File: config.mk
export PLATFORM = sky130hd
export DESIGN_NAME = nmos_phase_seq
export DESIGN_NICKNAME = d
export VERILOG_FILES = /design/src/rtl/nmos_phase_pkg.sv /design/src/rtl/nmos_phase_timer.sv /design/src/rtl/nmos_phase_seq.sv
export SDC_FILE = /design/constraint.sdc
export NUM_CORES = 1
export LEC_CHECK = 0
export ABC_CLOCK_PERIOD_IN_PS = 2150
export BUFFER_PORTS_ARGS = -buffer_cell sky130_fd_sc_hd__buf_2
export CAP_MARGIN = 20
export CORE_UTILIZATION = 40
export DETAILED_ROUTE_END_ITERATION = 8
export HOLD_SLACK_MARGIN = 0.1
export PLACE_DENSITY_LB_ADDON = 0.15
export SLEW_MARGIN = 20
export SYNTH_ARGS = -nofsm -noshare
export SYNTH_HDL_FRONTEND = slang
export SYNTH_SLANG_ARGS = --single-unit
File: constraint.sdc
create_clock -name main_clk -period 2.15 [get_ports main_clk]
set_input_delay 0.43 -clock main_clk [delete_from_list [all_inputs] [get_ports main_clk]]
set_output_delay 0.43 -clock main_clk [all_outputs]
set_load 0.1 [all_outputs]
File: src/rtl/nmos_phase_pkg.sv
// Shared types and helpers for the NMOS two-phase clock sequencer.
// Build option NMOS_PHASE_STEP_EN (see nmos_phase_seq) adds single-cycle stepping.
package nmos_phase_pkg;

    localparam int CNT_W_DEF = 16;

    typedef enum logic [2:0] {
        IDLE = 3'd0,
        P1   = 3'd1,
        G1   = 3'd2,
        P2   = 3'd3,
        G2   = 3'd4
    } phase_state_e;

    // Timer must hold the largest reload value, max(DIV, GAP, 1) - 1, with headroom.
    function automatic int timer_w(input int div, input int gap);
        int m;
        m = (div > gap) ? div : gap;
        m = (m < 1) ? 1 : m;
        return $clog2(m + 1);
    endfunction

endpackage

File: src/rtl/nmos_phase_timer.sv
// Loadable down-counter that times the phase and gap intervals.
// expire is high while the count sits at zero.
module nmos_phase_timer #(
    parameter int W = 2
) (
    input  logic         main_clk,
    input  logic         rst_n,
    input  logic         load,
    input  logic [W-1:0] load_val,
    output logic         expire
);

    logic [W-1:0] count_r;

    // Reload on request, otherwise count down and hold at zero.
    always_ff @(posedge main_clk or negedge rst_n) begin
        if (!rst_n) begin
            count_r <= {W{1'b0}};
        end else if (load) begin
            count_r <= load_val;
        end else if (count_r != {W{1'b0}}) begin
            count_r <= count_r - {{(W-1){1'b0}}, 1'b1};
        end else begin
            count_r <= count_r;
        end
    end

    assign expire = (count_r == {W{1'b0}});

endmodule

File: src/rtl/nmos_phase_seq.sv
// Two-phase non-overlapping clock sequencer driving C1/C2/R into an NMOS netlist.
// Define NMOS_PHASE_STEP_EN to let a rising step edge launch one cycle from IDLE.
module nmos_phase_seq
    import nmos_phase_pkg::*;
#(
    parameter int DIV     = 2,
    parameter int GAP     = 1,
    parameter int RST_CYC = 2,
    parameter int CNT_W   = CNT_W_DEF
) (
    input  logic             main_clk,
    input  logic             rst_n,
    input  logic             run,
    input  logic             step,
    output logic             C1,
    output logic             C2,
    output logic             R,
    output logic             cyc_strb,
    output logic [CNT_W-1:0] cyc_cnt
);

    localparam int TW  = timer_w(DIV, GAP);
    localparam int RCW = $clog2(RST_CYC + 2);
    localparam logic [TW-1:0]  DIV_LD = TW'(DIV - 1);
    localparam logic [TW-1:0]  GAP_LD = TW'((GAP > 0) ? (GAP - 1) : 0);
    localparam logic [RCW-1:0] RST_LD = RCW'(RST_CYC);
    localparam logic           R_INIT = (RST_CYC != 0) ? 1'b1 : 1'b0;

    phase_state_e     state_r;
    phase_state_e     state_next_s;
    logic             tmr_load_s;
    logic [TW-1:0]    tmr_val_s;
    logic             tmr_exp_s;
    logic             p2_exit_s;
    logic             launch_s;
    logic             c1_r;
    logic             c2_r;
    logic             r_r;
    logic             strb_r;
    logic [CNT_W-1:0] cnt_r;
    logic [RCW-1:0]   rst_cnt_r;

`ifdef NMOS_PHASE_STEP_EN
    logic step_q_r;
    logic step_q2_r;

    // Register step twice so a launch needs a clean low-to-high transition.
    always_ff @(posedge main_clk or negedge rst_n) begin
        if (!rst_n) begin
            step_q_r  <= 1'b0;
            step_q2_r <= 1'b0;
        end else begin
            step_q_r  <= step;
            step_q2_r <= step_q_r;
        end
    end

    // Only consulted in IDLE, so edges arriving mid-cycle are simply lost.
    assign launch_s = run | (step_q_r & ~step_q2_r);
`else
    logic unused_step_s;
    assign unused_step_s = step;
    assign launch_s      = run;
`endif

    nmos_phase_timer #(
        .W (TW)
    ) u_timer (
        .main_clk (main_clk),
        .rst_n    (rst_n),
        .load     (tmr_load_s),
        .load_val (tmr_val_s),
        .expire   (tmr_exp_s)
    );

    // Next-state decode; the timer is reloaded on every phase transition.
    always_comb begin
        state_next_s = state_r;
        tmr_load_s   = 1'b0;
        tmr_val_s    = DIV_LD;
        p2_exit_s    = 1'b0;
        case (state_r)
            IDLE: begin
                if (launch_s) begin
                    state_next_s = P1;
                    tmr_load_s   = 1'b1;
                    tmr_val_s    = DIV_LD;
                end else begin
                    state_next_s = IDLE;
                end
            end
            P1: begin
                if (tmr_exp_s) begin
                    tmr_load_s = 1'b1;
                    if (GAP > 0) begin
                        state_next_s = G1;
                        tmr_val_s    = GAP_LD;
                    end else begin
                        state_next_s = P2;
                        tmr_val_s    = DIV_LD;
                    end
                end else begin
                    state_next_s = P1;
                end
            end
            G1: begin
                if (tmr_exp_s) begin
                    state_next_s = P2;
                    tmr_load_s   = 1'b1;
                    tmr_val_s    = DIV_LD;
                end else begin
                    state_next_s = G1;
                end
            end
            P2: begin
                if (tmr_exp_s) begin
                    p2_exit_s = 1'b1;
                    if (GAP > 0) begin
                        state_next_s = G2;
                        tmr_load_s   = 1'b1;
                        tmr_val_s    = GAP_LD;
                    end else if (run) begin
                        state_next_s = P1;
                        tmr_load_s   = 1'b1;
                        tmr_val_s    = DIV_LD;
                    end else begin
                        state_next_s = IDLE;
                    end
                end else begin
                    state_next_s = P2;
                end
            end
            G2: begin
                if (tmr_exp_s) begin
                    if (run) begin
                        state_next_s = P1;
                        tmr_load_s   = 1'b1;
                        tmr_val_s    = DIV_LD;
                    end else begin
                        state_next_s = IDLE;
                    end
                end else begin
                    state_next_s = G2;
                end
            end
            default: begin
                state_next_s = IDLE;
            end
        endcase
    end

    // State register; enables decode the next state so they switch on entry/exit edges.
    always_ff @(posedge main_clk or negedge rst_n) begin
        if (!rst_n) begin
            state_r <= IDLE;
            c1_r    <= 1'b0;
            c2_r    <= 1'b0;
        end else begin
            state_r <= state_next_s;
            c1_r    <= (state_next_s == P1);
            c2_r    <= (state_next_s == P2);
        end
    end

    // Cell reset countdown; R only moves on a P2 exit so the final P2 sees a stable R.
    always_ff @(posedge main_clk or negedge rst_n) begin
        if (!rst_n) begin
            rst_cnt_r <= RST_LD;
            r_r       <= R_INIT;
        end else if (p2_exit_s && (rst_cnt_r != {RCW{1'b0}})) begin
            rst_cnt_r <= rst_cnt_r - {{(RCW-1){1'b0}}, 1'b1};
            r_r       <= (rst_cnt_r == {{(RCW-1){1'b0}}, 1'b1}) ? 1'b0 : r_r;
        end else begin
            rst_cnt_r <= rst_cnt_r;
            r_r       <= r_r;
        end
    end

    // Completed-cycle strobe and counter; counting starts only once R was already low.
    always_ff @(posedge main_clk or negedge rst_n) begin
        if (!rst_n) begin
            strb_r <= 1'b0;
            cnt_r  <= {CNT_W{1'b0}};
        end else begin
            strb_r <= p2_exit_s;
            if (p2_exit_s && !r_r) begin
                cnt_r <= cnt_r + {{(CNT_W-1){1'b0}}, 1'b1};
            end else begin
                cnt_r <= cnt_r;
            end
        end
    end

    assign C1       = c1_r;
    assign C2       = c2_r;
    assign R        = r_r;
    assign cyc_strb = strb_r;
    assign cyc_cnt  = cnt_r;

endmodule

* Word-level counts from Yosys, hierarchy flattened
Cells that the tools add are included.
Word-level totals: bits in registers 27, input port bits 4, output and inout port bits 20, logic and storage cells 44
Operators by class: add/subtract/negate cells 3, equality and inequality tests 7, muxes and demuxes 15, reduce and logical (&&, ||, !) cells 11
Operators by type and width (number):
- 16-bit by 1-bit adder with 16-bit output (second input constant) | 1
- 3-bit case mux with 5 select lines | 1
- 3-bit by 2-bit == test with 1-bit output (second input constant) | 3
- 1-bit two-way mux | 8
- 3-bit by 1-bit == test with 1-bit output (second input constant) | 2
- 2-bit two-way mux | 3
- 3-bit two-way mux | 2
- 2-bit nonzero test | 3
- 2-bit by 1-bit subtractor with 2-bit output (second input constant) | 2
- 3-bit == test (second input constant) | 1
- 3-bit zero test | 1
- 1-bit case mux with 3 select lines | 1
- 3-bit OR reduction | 1
- 2-bit by 1-bit == test with 1-bit output (second input constant) | 1
- 1-bit logical AND | 2
- 2-bit zero test | 1
- 2-bit AND reduction | 1
- 2-bit OR reduction | 1
- 1-bit zero test | 1

* Logic depth before layout (Yosys ltp)
Gate-level depths: netlist of run 1.
depth in word-level cells 5, gate-level depth with buffers 7, mapped depth without buffers 6

* By module
A second synthesis of run 1 with hierarchy kept.
Second synthesis, totals: cells, all modules 110, area, all modules 1275.0 um^2
By module, submodules not included:
- nmos_phase_seq | times used 1, cells each 98, area an instance 1161.1 um^2, sequential area each 628.1 um^2
- nmos_phase_timer | times used 1, cells each 12, area an instance 113.9 um^2, sequential area each 50.0 um^2

* Least setup slack after synthesis of run 1
OpenSTA, ideal clock, no wires.
path kind register -> register, from register cnt_r[3] (netlist: cyc_cnt[3]), to register cnt_r[15] (netlist: cyc_cnt[15]), setup time 0.158 ns, data arrival time 2.045 ns, data required time 1.992 ns, slack -0.052 ns, stages on the path, launching flop included 5, clock period less this slack 2.202 ns, cell sequence dfrtp_1 nand4_1 nor3_1 nand4_1 xnor2_1
Between the ends: cells in the longest elaborated chain, start to end 1
Ends and longest elaborated chain:
- from (decl) | RTL line nmos_phase_seq.sv:40 | logic [CNT_W-1:0] cnt_r;
- from (signal assigned) | RTL line nmos_phase_seq.sv:183 | cnt_r <= {CNT_W{1'b0}};
- from (signal assigned) | RTL line nmos_phase_seq.sv:187 | cnt_r <= cnt_r + {{(CNT_W-1){1'b0}}, 1'b1};
- from (signal assigned) | RTL line nmos_phase_seq.sv:189 | cnt_r <= cnt_r;
- 16-bit by 1-bit adder with 16-bit output | RTL line nmos_phase_seq.sv:187
Every way passes these cells. A chain may end at the register's enable or synchronous reset.

* Final worst setup path of run 1
from register r_r (netlist: R), to output port R
RTL lines:
- from (decl) | RTL line nmos_phase_seq.sv:38 | logic r_r;
- from (signal assigned) | RTL line nmos_phase_seq.sv:172 | r_r <= (rst_cnt_r == {{(RCW-1){1'b0}}, 1'b1}) ? 1'b0 : r_r;
- from (signal assigned) | RTL line nmos_phase_seq.sv:175 | r_r <= r_r;
- to (decl) | RTL line nmos_phase_seq.sv:17 | output logic R,
No word-level cell between the ends.

==> impl_metrics.env, run 1 <==
export IMPL_antennaDiodeCount=0
export IMPL_end_kind="output pin"
export IMPL_grt_max_degree=28
export IMPL_initial_core_util_pct=41.8
export IMPL_tightestPinTransition_ns=0.589
export IMPL_period_needed_ns=1.84
export IMPL_cp_slowest_cell="dfstp_2"
export IMPL_critPathTopFamily="flip-flops"
export IMPL_startpoint_type="flop"
export IMPL_cts_buffers=3
export IMPL_drive_above_1_share_pct=28.6
export IMPL_path_cells="buf_2"
export IMPL_hold_class="in2reg"
export IMPL_first_iter_violations=37
export IMPL_multi_input_area_um2=532
export IMPL_clkSlewWorstSetupHoldPaths_ns=0.15
export IMPL_placementRows=20
export IMPL_leakage_nw=0.693
export IMPL_place_congestion=0.722
export IMPL_grt_use_total_pct=14.9
export IMPL_fin_skew_ns=0.00541
export IMPL_cts_tree="done"
export IMPL_yosys_warnings=0
export IMPL_min_period_over_period_pct=85.5
export IMPL_postCtsSetupRepairBufs=0
export IMPL_fin_hold_ws_ns=0.429
export IMPL_finalHoldViolCount=0
export IMPL_postRouteAntennaNets=0
export IMPL_use_met1_pct=19.5
export IMPL_wl_per_cell_um=11.6
export IMPL_avgSynthCellArea_um2=11.0
export IMPL_synth_distinct_cells=32
export IMPL_status="finished clean"
export IMPL_coreArea_um2=3030
export IMPL_total_power_mw=1.89
export IMPL_synth_seq_cells=27
export IMPL_ys_seq_area_share_pct=53.6
export IMPL_required_ns=1.72
export IMPL_fmax_mhz=544
export IMPL_n_fill_cell=285
export IMPL_synth_largest_area_cell="dfrtp_1"
export IMPL_regArea_um2=683
export IMPL_syn_nets=123
export IMPL_die_height_um=58.2
export IMPL_slew_violations=0
export IMPL_first_global_vias=836
export IMPL_netlist_area_um2=1260
export IMPL_critical_path_max_fanout=7
export IMPL_rsz0062_at_grt="no"
export IMPL_clkSinkCount=27
export IMPL_die_area_um2=3390
export IMPL_synth_async_reset_ratio_pct=100
export IMPL_synth_edf_count=0
export IMPL_slew_headroom_pct=60.7
export IMPL_tns_ns=0
export IMPL_cts_root_buffer="clkbuf_4"
export IMPL_grtUsageMet2_pct=23.5
export IMPL_met3_usage_pct=4.69
export IMPL_netlist_area_leader_share_pct=49.5
export IMPL_finalNetCount=149
export IMPL_synth_area_leaders="dfrtp_1, xnor2_1, dfstp_2, ha_1, nand2_1"
export IMPL_cts_buffer_depth=2
export IMPL_maxCapViolCount=0
export IMPL_grt_antenna_before_repair=0
export IMPL_io_buffers=22
export IMPL_globalRouteOverflowTotal=0
export IMPL_path_class="reg2out"
export IMPL_max_stage_delay_ns=0.63
export IMPL_hpwl_mm=1.55
export IMPL_power_density_nw_per_um2=1290
export IMPL_setup_viol=0
export IMPL_ir_drop_mv=0.626
export IMPL_path_buf_inv=1
export IMPL_synth_flop_cell="dfrtp_1"
export IMPL_area_growth_pct=15.8
export IMPL_syn_inst=115
export IMPL_wl_mm=2.14
export IMPL_busiest_layer="met2"
export IMPL_clock_latency_ns=0.33
export IMPL_vias_per_cell=4.88
export IMPL_grt_pass1_wl_mm=3.77
export IMPL_arrival_ns=1.41
export IMPL_vias=897
export IMPL_drc=0
export IMPL_ios=24
export IMPL_die_w_um=58.2
export IMPL_first_pass_iters=6
export IMPL_htreeDepth=1
[cell families after synthesis]
group | share of synthesized area, %
DFF | 53.6
AOI/OAI and AO/OA | 5.54
and+or+nand+nor | 19.9
xor gates and xnor gates | 11.8
adders and majority gates | 3.96
muxes | 0.890
buffers and inverters | 4.35
[routing by layer]
layer / wire length, um / vias to the layer above / part of all wire (%)
li1: - / 444 / -
met1: 1060 / 434 / 49
met2: 1010 / 17 / 47
met3: 61 / 2 / 2.8
met4: 19 / 0 / 0.89
met5: 0 / - / 0
[synthesized netlist by cell type (2+ instances only)]
master   count
a21oi_1      2
buf_2        2
dfrtp_1     25
dfstp_2      2
ha_1         4
inv_1        8
nand2_1     10
nand3_1      7
nand4_1      5
nor2_1      10
nor3_1       3
o21ai_0      2
xnor2_1     14
xor2_1       3
[flip-flops by register name (all words and copies together), names as in the netlist]
| signal | count |
|---|---|
| cyc_cnt | 16 |
| state_r | 3 |
| rst_cnt_r | 2 |
| u_timer.count_r | 2 |
| C1 | 1 |
| C2 | 1 |
| R | 1 |
| cyc_strb | 1 |
[worst min-delay path: stages]
cell and delay (ns):
buf_2 0.08, nand2_1 0.06, a21oi_1 0.12, nor2_1 0.04
[where the power goes]
part / total, mW / switching, mW / internal, mW
clock: 0.231 / 0.159 / 0.0712
combinational: 0.897 / 0.661 / 0.236
sequential: 0.766 / 0.150 / 0.616
total: 1.89 / 0.970 / 0.923
[worst paths after layout]
path	start	endpoint	slack [ns]	cells past startpoint
min reg2reg	cyc_cnt[15]	cyc_cnt[15]	0.47	1
min	run	u_timer.count_r[1]	0.43	4
min in group asynchronous	rst_n	cyc_cnt[5]	0.61	2
max reg2reg	u_timer.count_r[0]	cyc_cnt[7]	0.34	6
max in group asynchronous	rst_n	cyc_cnt[4]	1.12	2
max	R	R	0.31	1
[what timing repair did]
item	4_1_cts	5_1_grt
gates resized for setup	0	0
hold buffers	1	0
endpoints found under the hold margin	25	0
[area by class of cell]
| class | instances | share of cell area (%) |
|---|---|---|
| tap | 44 | 3.76 |
| inverter | 8 | 2.05 |
| timing repair buffer | 25 | 9.22 |
| multi-input combinational | 76 | 36.3 |
| clock buffer | 3 | 1.54 |
| clock inverter | 1 | 0.512 |
| sequential | 27 | 46.6 |
[metrics by stage]
| step | utilization [%] | std cells | instance area, um2 | setup slack, ns |
|---|---|---|---|---|
| detailed placement | 47.1 | 179 | 1430 | 0.372 |
| floorplan | - | 115 | 1270 | 0.106 |
| global route | 48.4 | 184 | 1470 | 0.196 |
| finish | 48.4 | 184 | 1470 | 0.311 |
| CTS | 48.4 | 184 | 1470 | 0.283 |
| global placement | 47.1 | 179 | 1430 | 0.400 |
[layout by cell type, fill, tap and decap left out]
master	Yosys	final
nand2b_1	1	1
a221o_1	1	1
nand2_1	10	10
dfstp_2	2	2
and2b_1	1	1
inv_1	8	8
mux2_2	1	1
clkinvlp_4	0	1
buf_4	0	2
dfrtp_2	0	4
nor2b_1	1	1
xnor2_1	14	14
a21boi_0	1	1
dfrtp_1	25	21
nor3_1	3	3
a222oi_1	1	1
o21ai_0	2	2
nor2_2	1	1
nand3_1	7	7
and3_1	1	1
or4b_4	1	1
xor2_1	3	3
clkbuf_4	0	3
a31oi_1	1	1
nor4b_2	1	1
buf_2	2	22
nand4_1	5	5
nor2_1	10	10
o31ai_1	1	1
a21oi_1	2	2
nand4b_4	1	1
ha_1	4	4
dlygate4sd3_1	0	1
o221ai_1	1	1
nor3_2	1	1
Note: power is estimated with default switching activity, not from simulation.
==> run 2, diff against run 1 <==
SETUP_SLACK_MARGIN = 0.5   (was default)
==> run 2 against run 1 <==
Effect of this change: via count up 0.89%; die area unchanged; hold slack worse by 0.33 ns; worst setup slack better by 0.19 ns; combinational power up 13%; first-iteration DRC count down 5.4%; flip-flop and latch count unchanged; core utilization up 3.8 points; wire length up 5.6%; cell count up 2.2%; critical path type is now reg2reg; critical endpoint is now cyc_cnt[1]; largest power group unchanged.
==> impl_metrics.env, run 2 (synthesis results as in run 1) <==
export IMPL_min_period_over_period_pct=76.6
export IMPL_tns_ns=0
export IMPL_placed_cell_area_um2=1440
export IMPL_finalNetCount=153
export IMPL_final_common_cell="xnor2_1"
export IMPL_fmax_mhz=607
export IMPL_first_iter_violations=35
export IMPL_path_buf_inv=2
export IMPL_grt_pass1_wl_mm=3.91
export IMPL_vias=905
export IMPL_postRouteAntennaNets=0
export IMPL_first_global_vias=894
export IMPL_wl_per_cell_um=12.0
export IMPL_r2r_end="cyc_cnt[1]"
export IMPL_utilization_pct=52.2
export IMPL_p_seq_share_pct=39.3
export IMPL_startpoint_type="flop"
export IMPL_critPathTopFamily="flip-flops"
export IMPL_cts_root_buffer="clkbuf_4"
export IMPL_r2r_setup_slack_ns=0.50
export IMPL_end_kind="flop"
export IMPL_coreArea_um2=3030
export IMPL_final_cell_mix="xnor2_1, dfrtp_1, buf_4"
export IMPL_critical_path_max_fanout=5
export IMPL_layout_setup_ws_ns=0.502
export IMPL_max_stage_delay_ns=0.42
export IMPL_cp_slowest_cell="dfrtp_1"
export IMPL_grt_max_degree=28
export IMPL_r2r_start="u_timer.count_r[0]"
export IMPL_r2r_cells=6
export IMPL_status="finished clean"
export IMPL_clock_power_share_pct=10.5
export IMPL_globalRouteOverflowTotal=0
export IMPL_clock_latency_ns=0.31
export IMPL_rsz0062_at_grt="yes"
export IMPL_fin_area_um2=1580
export IMPL_slew_violations=0
export IMPL_die_w_um=58.2
export IMPL_slew_headroom_pct=61.1
export IMPL_initial_core_util_pct=41.8
export IMPL_swShare_pct=48.9
export IMPL_power_density_nw_per_um2=1270
export IMPL_maxCapViolCount=0
export IMPL_first_pass_iters=4
export IMPL_wl_mm=2.26
export IMPL_placementRows=20
export IMPL_htreeDepth=1
export IMPL_io_buffers=22
export IMPL_ios=24
export IMPL_ir_drop_mv=0.734
export IMPL_combinationalPowerShare_pct=50.2
export IMPL_tightestPinTransition_ns=0.583
export IMPL_setup_viol=0
export IMPL_area_growth_pct=24.9
export IMPL_hpwl_mm=1.50
export IMPL_intPower_mw=1.03
export IMPL_period_needed_ns=1.65
export IMPL_p_switching_uw=984
export IMPL_hold_class="in2async"
export IMPL_antennaDiodeCount=0
export IMPL_grt_antenna_before_repair=0
export IMPL_required_ns=2.37
export IMPL_largest_register_ffs=16
export IMPL_pre_cts_ws_ns=0.198
export IMPL_vias_per_cell=4.81
export IMPL_cts_tree="done"
export IMPL_cts_buffer_depth=2
export IMPL_grt_use_total_pct=15.3
export IMPL_clkSlewWorstSetupHoldPaths_ns=0.14
export IMPL_place_congestion=0.691
export IMPL_leakage_nw=0.702
export IMPL_clkSinkCount=27
export IMPL_arrival_ns=1.86
export IMPL_drc=0
export IMPL_path_cells="inv_2 -> ha_4 -> nand4b_4 -> buf_4 -> nor2_1 -> mux2_2"
export IMPL_die_height_um=58.2
export IMPL_cts_buffers=3
export IMPL_path_class="reg2reg"
export IMPL_die_area_um2=3390
export IMPL_finalHoldViolCount=0
export IMPL_fin_skew_ns=0.00477
export IMPL_drive_above_1_share_pct=38.9
[run 2: changes by cell type in the layout (fill, tap and decap cells not counted), moves of 2 or more]
cell | previous run | this run
buf_4 | 2 | 13
dfrtp_1 | 21 | 13
inv_2 | 0 | 2
dfrtp_4 | 0 | 7
buf_2 | 22 | 10
clkbuf_4 | 3 | 8
inv_1 | 8 | 6
[run 2: cell type report]
type | count | area, um2
inverters | 8 | 30.0
fillers | 283 | 1450
flip-flops and latches | 27 | 711
repair buffers | 29 | 200
well taps | 44 | 55.1
clock buffers | 4 | 26.3
multi-input cells | 76 | 558
[run 2: what timing repair did]
item / 4_1_cts / 5_1_grt
hold buffers: 0 / 0
setup endpoints to repair: 20 / 17
hold endpoints to repair: 0 / 0
gates resized for setup: 11 / 8
pin swaps: 1 / 2
setup buffers: 6 / 1
cloned: 0 / 0
[run 2: metrics by stage]
step                      hold slack, ns  cells  power (mW)
after floorplan                    0.134    115        1.56
after global placement             0.454    177        1.66
after detailed placement           0.461    177        1.69
after CTS                          0.106    187        2.02
after global routing               0.122    188        2.15
final                             0.0947    188        2.01
[run 2: how the worst max path moves through the flow]
stage,startpoint,end,cells after the start
5_1_grt,u_timer.count_r[1],cyc_cnt[7],6
3_5_place_dp,u_timer.count_r[0],cyc_cnt[13],6
4_1_cts,u_timer.count_r[1],cyc_cnt[7],6
3_3_place_gp,u_timer.count_r[0],cyc_cnt[13],6
2_1_floorplan,cyc_cnt[12],cyc_cnt[15],3
6_report,u_timer.count_r[0],cyc_cnt[1],6
[run 2: routing by layer]
| layer | track usage, % | wire (um) | up-vias |
|---|---|---|---|
| met2 | 26.9 | 1170 | 19 |
| met5 | 0 | 0 | - |
| met3 | 2.68 | 57 | 4 |
| met1 | 18.4 | 1000 | 438 |
| li1 | - | - | 444 |
| met4 | 6.46 | 29 | 0 |
[run 2: worst reg2reg max path, stage by stage, from the launching register on]
cell	delay, ns
dfrtp_1	0.42
inv_2	0.07
ha_4	0.14
nand4b_4	0.15
buf_4	0.19
nor2_1	0.21
mux2_2	0.36
[run 2: power groups by stage]
stage | clock network (mW) | logic [mW] | registers (mW)
CTS | 0.227 | 1.00 | 0.787
finish | 0.212 | 1.01 | 0.791
detailed placement | 0 | 0.886 | 0.802
global placement | 0 | 0.869 | 0.789
global route | 0.243 | 1.09 | 0.809
floorplan | 0 | 0.418 | 1.14
